### config.mk
export PLATFORM = sky130hd
export DESIGN_NAME = mem_access_unit_flat
export DESIGN_NICKNAME = d
export VERILOG_FILES = /design/src/rtl/mem_access_unit_if.sv /design/src/rtl/mem_access_unit.sv /design/src/flat_wrapper.sv
export SDC_FILE = /design/constraint.sdc
export NUM_CORES = 1
export LEC_CHECK = 0
export BUFFER_PORTS_ARGS = -buffer_cell sky130_fd_sc_hd__clkbuf_2
export CORE_MARGIN = 2
export CORE_UTILIZATION = 50
export DETAILED_ROUTE_END_ITERATION = 10
export PLACE_DENSITY = 0.87
export SYNTH_ARGS = -nofsm -noshare
export SYNTH_HDL_FRONTEND = slang
export SYNTH_SLANG_ARGS = --single-unit
### constraint.sdc
create_clock -name clk -period 4.1 [get_ports clk]
set_input_delay 0.41 -clock clk [delete_from_list [all_inputs] [get_ports clk]]
set_output_delay 0.41 -clock clk [all_outputs]
set_load 0.02 [all_outputs]
### src/rtl/mem_access_unit_if.sv
`default_nettype none
// ============================================================================
// Module   : mem_access_unit_if
// Brief    : Request/response handshake and word-memory bus of mem_access_unit
// Revision : 1.0 - initial release
// ============================================================================
interface mem_access_unit_if;
  logic        req_valid;
  logic        req_ready;
  logic        req_we;
  logic [1:0]  req_size;
  logic        req_signed;
  logic [31:0] req_addr;
  logic [31:0] req_wdata;
  logic        resp_valid;
  logic        resp_err;
  logic [31:0] resp_data;
  logic [31:0] mem_address;
  logic [31:0] mem_writedata;
  logic        mem_we;
  logic [31:0] mem_readdata;

  // Unit side: serves requests and masters the memory.
  modport slave (
    input  req_valid, req_we, req_size, req_signed, req_addr, req_wdata,
    input  mem_readdata,
    output req_ready, resp_valid, resp_err, resp_data,
    output mem_address, mem_writedata, mem_we
  );

  // Environment side: execute stage plus the data memory.
  modport master (
    output req_valid, req_we, req_size, req_signed, req_addr, req_wdata,
    output mem_readdata,
    input  req_ready, resp_valid, resp_err, resp_data,
    input  mem_address, mem_writedata, mem_we
  );
endinterface
`default_nettype wire

### src/rtl/mem_access_unit.sv
`default_nettype none
// ============================================================================
// Module   : mem_access_unit
// Brief    : Byte/half/word load-store front end for a word-only data memory
// Revision : 1.0 - initial release
// ============================================================================
module mem_access_unit #(
  parameter int WORD_IDX_W = 7
) (
  input  wire logic         clk,
  input  wire logic         rst,
  mem_access_unit_if.slave  bus
);

  localparam int c_BYTE_ADDR_W = WORD_IDX_W + 2;

  localparam logic [1:0] c_SZ_BYTE = 2'b00;
  localparam logic [1:0] c_SZ_HALF = 2'b01;
  localparam logic [1:0] c_SZ_WORD = 2'b10;
  localparam logic [1:0] c_SZ_BAD  = 2'b11;

  typedef enum logic [1:0] {
    S_IDLE = 2'd0,
    S_RD   = 2'd1,
    S_WR   = 2'd2,
    S_RESP = 2'd3
  } state_t;

  state_t      r_state;
  state_t      w_next;

  // Captured request; only the lane offset and low store data outlive capture.
  logic        r_we;
  logic [1:0]  r_size;
  logic        r_signed;
  logic [1:0]  r_lane;
  logic [15:0] r_wdata;

  logic [31:0] r_mem_address;
  logic [31:0] r_mem_writedata;
  logic        r_resp_err;
  logic [31:0] r_resp_data;

  logic        w_accept;
  logic        w_err;
  logic [31:0] w_addr_hi;
  logic [31:0] w_req_word_idx;
  logic [7:0]  w_rd_byte;
  logic [15:0] w_rd_half;
  logic [31:0] w_load_data;
  logic [31:0] w_merged;
  logic        w_ready;
  logic        w_resp_valid;
  logic        w_mem_we;

  // --------------------------------------------------------------------------
  // Request decode
  // --------------------------------------------------------------------------
  assign w_accept  = bus.req_valid && (r_state == S_IDLE);
  assign w_addr_hi = bus.req_addr >> c_BYTE_ADDR_W;

  assign w_err = (bus.req_size == c_SZ_BAD)
              || ((bus.req_size == c_SZ_HALF) && bus.req_addr[0])
              || ((bus.req_size == c_SZ_WORD) && (bus.req_addr[1:0] != 2'b00))
              || (w_addr_hi != 32'd0);

  assign w_req_word_idx = {{(32 - WORD_IDX_W){1'b0}}, bus.req_addr[WORD_IDX_W+1:2]};

  // --------------------------------------------------------------------------
  // Load alignment / extension and sub-word store merge
  // --------------------------------------------------------------------------
  assign w_rd_byte = bus.mem_readdata[{r_lane, 3'b000} +: 8];
  assign w_rd_half = bus.mem_readdata[{r_lane[1], 4'b0000} +: 16];

  always_comb begin
    w_load_data = bus.mem_readdata;
    case (r_size)
      c_SZ_BYTE: w_load_data = {{24{r_signed & w_rd_byte[7]}}, w_rd_byte};
      c_SZ_HALF: w_load_data = {{16{r_signed & w_rd_half[15]}}, w_rd_half};
      default:   w_load_data = bus.mem_readdata;
    endcase
  end

  always_comb begin
    w_merged = bus.mem_readdata;
    if (r_size == c_SZ_BYTE) begin
      w_merged[{r_lane, 3'b000} +: 8] = r_wdata[7:0];
    end else begin
      w_merged[{r_lane[1], 4'b0000} +: 16] = r_wdata;
    end
  end

  // --------------------------------------------------------------------------
  // Control FSM
  // --------------------------------------------------------------------------
  always_ff @(posedge clk or posedge rst) begin
    if (rst) begin
      r_state <= S_IDLE;
    end else begin
      r_state <= w_next;
    end
  end

  always_comb begin
    w_next       = r_state;
    w_ready      = 1'b0;
    w_resp_valid = 1'b0;
    w_mem_we     = 1'b0;
    case (r_state)
      S_IDLE: begin
        w_ready = 1'b1;
        if (w_accept) begin
          if (w_err) begin
            w_next = S_RESP;
          end else if (bus.req_we && (bus.req_size == c_SZ_WORD)) begin
            w_next = S_WR;
          end else begin
            w_next = S_RD;
          end
        end
      end
      S_RD: begin
        w_next = r_we ? S_WR : S_RESP;
      end
      S_WR: begin
        // Decoded straight from state so an async reset kills the write at once.
        w_mem_we = 1'b1;
        w_next   = S_RESP;
      end
      S_RESP: begin
        w_resp_valid = 1'b1;
        w_next       = S_IDLE;
      end
      default: begin
        w_next = S_IDLE;
      end
    endcase
  end

  // --------------------------------------------------------------------------
  // Datapath registers
  // --------------------------------------------------------------------------
  always_ff @(posedge clk or posedge rst) begin
    if (rst) begin
      r_we            <= 1'b0;
      r_size          <= 2'b00;
      r_signed        <= 1'b0;
      r_lane          <= 2'b00;
      r_wdata         <= 16'd0;
      r_mem_address   <= 32'd0;
      r_mem_writedata <= 32'd0;
      r_resp_err      <= 1'b0;
      r_resp_data     <= 32'd0;
    end else begin
      case (r_state)
        S_IDLE: begin
          if (w_accept) begin
            r_we        <= bus.req_we;
            r_size      <= bus.req_size;
            r_signed    <= bus.req_signed;
            r_lane      <= bus.req_addr[1:0];
            r_wdata     <= bus.req_wdata[15:0];
            r_resp_err  <= w_err;
            r_resp_data <= 32'd0;
            // Rejected requests leave the memory bus untouched.
            if (!w_err) begin
              r_mem_address <= w_req_word_idx;
              if (bus.req_we && (bus.req_size == c_SZ_WORD)) begin
                r_mem_writedata <= bus.req_wdata;
              end
            end
          end
        end
        S_RD: begin
          if (r_we) begin
            r_mem_writedata <= w_merged;
          end else begin
            r_resp_data <= w_load_data;
          end
        end
        S_RESP: begin
          r_resp_err  <= 1'b0;
          r_resp_data <= 32'd0;
        end
        default: begin
        end
      endcase
    end
  end

  assign bus.req_ready     = w_ready;
  assign bus.resp_valid    = w_resp_valid;
  assign bus.resp_err      = r_resp_err;
  assign bus.resp_data     = r_resp_data;
  assign bus.mem_address   = r_mem_address;
  assign bus.mem_writedata = r_mem_writedata;
  assign bus.mem_we        = w_mem_we;

endmodule
`default_nettype wire
### src/flat_wrapper.sv
// flat-port wrapper written by rule: the top's interface ports become plain ports
module mem_access_unit_flat 
#(
  parameter int WORD_IDX_W = 7
)
  (clk, rst, bus_req_valid, bus_req_we, bus_req_size, bus_req_signed, bus_req_addr, bus_req_wdata, bus_mem_readdata, bus_req_ready, bus_resp_valid, bus_resp_err, bus_resp_data, bus_mem_address, bus_mem_writedata, bus_mem_we);
  mem_access_unit_if bus_i ();
  input  wire logic clk;
  input  wire logic rst;
  input wire logic [$bits(bus_i.req_valid)-1:0] bus_req_valid;
  input wire logic [$bits(bus_i.req_we)-1:0] bus_req_we;
  input wire logic [$bits(bus_i.req_size)-1:0] bus_req_size;
  input wire logic [$bits(bus_i.req_signed)-1:0] bus_req_signed;
  input wire logic [$bits(bus_i.req_addr)-1:0] bus_req_addr;
  input wire logic [$bits(bus_i.req_wdata)-1:0] bus_req_wdata;
  input wire logic [$bits(bus_i.mem_readdata)-1:0] bus_mem_readdata;
  output wire logic [$bits(bus_i.req_ready)-1:0] bus_req_ready;
  output wire logic [$bits(bus_i.resp_valid)-1:0] bus_resp_valid;
  output wire logic [$bits(bus_i.resp_err)-1:0] bus_resp_err;
  output wire logic [$bits(bus_i.resp_data)-1:0] bus_resp_data;
  output wire logic [$bits(bus_i.mem_address)-1:0] bus_mem_address;
  output wire logic [$bits(bus_i.mem_writedata)-1:0] bus_mem_writedata;
  output wire logic [$bits(bus_i.mem_we)-1:0] bus_mem_we;
  assign bus_i.req_valid = bus_req_valid;
  assign bus_i.req_we = bus_req_we;
  assign bus_i.req_size = bus_req_size;
  assign bus_i.req_signed = bus_req_signed;
  assign bus_i.req_addr = bus_req_addr;
  assign bus_i.req_wdata = bus_req_wdata;
  assign bus_i.mem_readdata = bus_mem_readdata;
  assign bus_req_ready = bus_i.req_ready;
  assign bus_resp_valid = bus_i.resp_valid;
  assign bus_resp_err = bus_i.resp_err;
  assign bus_resp_data = bus_i.resp_data;
  assign bus_mem_address = bus_i.mem_address;
  assign bus_mem_writedata = bus_i.mem_writedata;
  assign bus_mem_we = bus_i.mem_we;
  mem_access_unit #(.WORD_IDX_W(WORD_IDX_W)) u_core (.clk(clk), .rst(rst), .bus(bus_i));
endmodule
==> summary.txt <==
Outcome
  – Outcome: finished clean

Logic synthesis
  – Synth cell types: 47
  – Mean Syn Cell Area: 11.21 um^2
  – Yosys reg bits: 96
  – Simple-gate share of the synthesized area: 0.09878
  – Post-synth EDFFs: 0
  – Compound-Gate Fraction of Synth Area: 0.1892
  – Synth Area in Adders: 0.01989
  – Register area share after synthesis: 0.4243
  – Synthesized area: 5662 um^2
  – Top FF cell, synth: dfrtp_1
  – Post-Syn Instances: 505
  – Xor and xnor fraction of the mapped netlist area: 0
  – Mux cell area share after synthesis: 0.1982
  – Ys Warns: 0
  – Async S/R FF share, synth: 1.000
  – Main combinational cell family by area after synthesis: multiplexers

Critical path
  – CP arrival: 3.21 ns
  – CP Max Fanout: 38
  – Cell Chain, Critical Path: nor2_2 -> mux2i_1 -> a221oi_1 -> nor2_1 -> mux2_4
  – Crit path launch type: flip-flop
  – Worst EP required: 4.33 ns
  – Slowest CP cell: nor2_2
  – Worst setup path category: flip-flop to flip-flop
  – Max stage delay on crit path: 0.85 ns
  – FF-to-FF path depth: 5
  – CP Capture Type: flip-flop
  – Worst-case register-to-register setup slack: 1.12 ns
  – CP Buf/Inv Count: 0
  – WP depth: 5
  – Crit path max-delay family: simple AND/OR/NAND/NOR gates

Layout
  – Layout Utilization: 0.6238
  – Diodes inserted: 0
  – Most common cell after layout, fill and taps aside: clkbuf_2
  – Layout cells sized above 1: 0.4443
  – Most frequent cells in the layout: 177 x clkbuf_2, 96 x dfrtp_1, 53 x mux2_2
  – Final Net Count: 780
  – Area grow syn2layout: 20.49%
  – Fillers: 929

Placed design
  – Gp weighted congestion: 0.8680
  – Detailed placement HPWL: 12,630 um
  – # port buffers: 177

Clocking
  – CTS tree: done
  – Num CTS Buffers: 9
  – Clk sink count: 96
  – Clock Latency Late Sink: 0.34 ns
  – Clk buf depth: 2
  – Number of buffers added for setup after CTS: 0
  – Hold Buf Count CTS: 0
  – H-tree levels: 3
  – Clk pin slew, worst setup/hold paths: 0.07 ns
  – Resized cells post-CTS: 0
  – Root Driver: clkbuf_16

Power
  – Sequential share of power: 0.319
  – Power density over the cells: 817.2 nW/um^2
  – Combinational Power Share: 0.531
  – Cell-internal power: 3083 uW
  – Clock power share: 0.151
  – Switching share of power: 0.4470
  – Leakage: 0.003362 uW
  – Psw: 2492 uW
  – VDD IR max: 0.3897 mV

Floorplanning
  – Initial Util: 0.5177
  – Io pins: 203
  – # rows: 38
  – Core region area: 10,940 um^2
  – Horiz. Die Dim: 110.4 um
  – Die Area: 12,190 um^2
  – Die height: 110.4 um

STA
  – Final setup fails: 0
  – Setup tns final: 0 ns
  – Fin. max-slew vios: 0
  – Worst Hold Slack: 0.2386 ns
  – Setup Skew: 0.007954 ns
  – Tcrit/Tclk final: 0.7267
  – RSZ-0062 raised after global routing: no
  – Final min period: 2.980 ns
  – Max Fclk: 0.3356 GHz
  – Final hold viol count: 0
  – Worst slew pin tran: 1.211 ns
  – Slew Limit Headroom: 0.1926

Global routing
  – Largest net degree at the start of global routing: 56
  – Number of global-route vias before repair: 4,957
  – Gr usage total: 0.2690
  – First-pass GRT wire length: 26,220 um
  – Antenna violations before repair: 0
  – GRT overflow: 0

Detailed routing
  – DRC: 0
  – DR pass1 iterations: 5
  – Routed vias: 4,900
  – Starting DRT DRC Count: 484
  – Drt wl/cell: 20.74 um
  – Antenna-violating nets left: 0
  – WL final: 16,860 um
  – Via/cell ratio: 6.027

Hold path
  – Min-Delay Path Class: primary input to asynchronous set/reset pin

Run
  – Total of max-cap violations: 0
## area by class of cell
class                           count  area, um^2  share of cell area
Clock buffer                        9       225.2             0.03302
Timing Repair Buffer              184       938.4              0.1376
Multi-Input combinational cell    364        2959              0.4338
Sequential cell                    96        2402              0.3522
Inverter                           13       50.05            0.007337
Tap cell                          140       175.2             0.02568
Clock inverter                      7       71.32             0.01045
## final timing paths
path                                               end                     from
min in group clk             u_core.bus.mem_address[5]          bus_req_addr[7]
max reg2reg                u_core.bus.mem_writedata[2]         u_core.r_size[1]
max in group asynchronous            u_core.r_wdata[3]                      rst
max                        u_core.bus.mem_writedata[2]         u_core.r_size[1]
min reg2reg                    u_core.bus.resp_data[2]  u_core.bus.resp_data[2]
min                                 u_core.r_wdata[13]                      rst
## per-layer routing
layer	wire, um	global-route usage	vias up
met1	6582	0.3300	2383
met4	635	0.1108	0
met5	0	0	-
met2	8320	0.4593	297
met3	1319	0.05928	52
li1	-	-	2168
## state kept, by name, indices dropped and copies added (netlist names)
register                  count
u_core.r_we                   1
u_core.bus.resp_data         32
u_core.r_signed               1
u_core.bus.resp_err           1
u_core.r_wdata               16
u_core.bus.mem_address        7
u_core.bus.mem_writedata     32
u_core.r_size                 2
u_core.r_lane                 2
u_core.r_state                2
## Yosys cell counts, types with 8 or more instances
cell type  number  area, um^2
o2bb2ai_1      16       140.1
nand2_1        32       120.1
dfrtp_1        96        2402
ha_1            9       112.6
buf_4          25       187.7
nand2b_1       24       150.1
a221oi_1       33       289.0
o21ai_0        31       155.2
clkbuf_1       21       78.83
mux2_4         30       450.4
a22o_1         23       201.4
nor2_1         37       138.9
inv_1           9       33.78
a32o_1          8       80.08
mux2_2         53       596.8
## through the flow
step / cell area (um^2) / instances / total power [uW] / worst slack [ns]
3_5_place_dp: 6525 / 797 / 4687 / 1.284
5_1_grt: 6822 / 813 / 5877 / 0.9999
4_1_cts: 6822 / 813 / 5548 / 1.239
2_1_floorplan: 5752 / 529 / 3875 / 1.185
3_3_place_gp: 6525 / 797 / 4574 / 1.425
6_report: 6822 / 813 / 5575 / 1.120
## power by group through the flow
stage	combinational, uW	clock, uW	sequential [uW]
floorplan	1940	0	1940
detailed placement	2920	0	1760
global placement	2830	0	1750
CTS	2940	853	1760
finish	2960	839	1780
global route	3170	894	1810
## kinds of logic (layout without fill, tap and decap cells)
logic type / after synthesis / count (layout)
multiplexers: 89 / 89
adder cells (fa/ha/maj): 9 / 9
buffers and inverters: 69 / 213
AO/OA/AOI/OAI: 129 / 129
AND/OR/NAND/NOR: 112 / 112
other: 1 / 25
flip-flops: 96 / 96
Power figures use the tool's default switching activity.
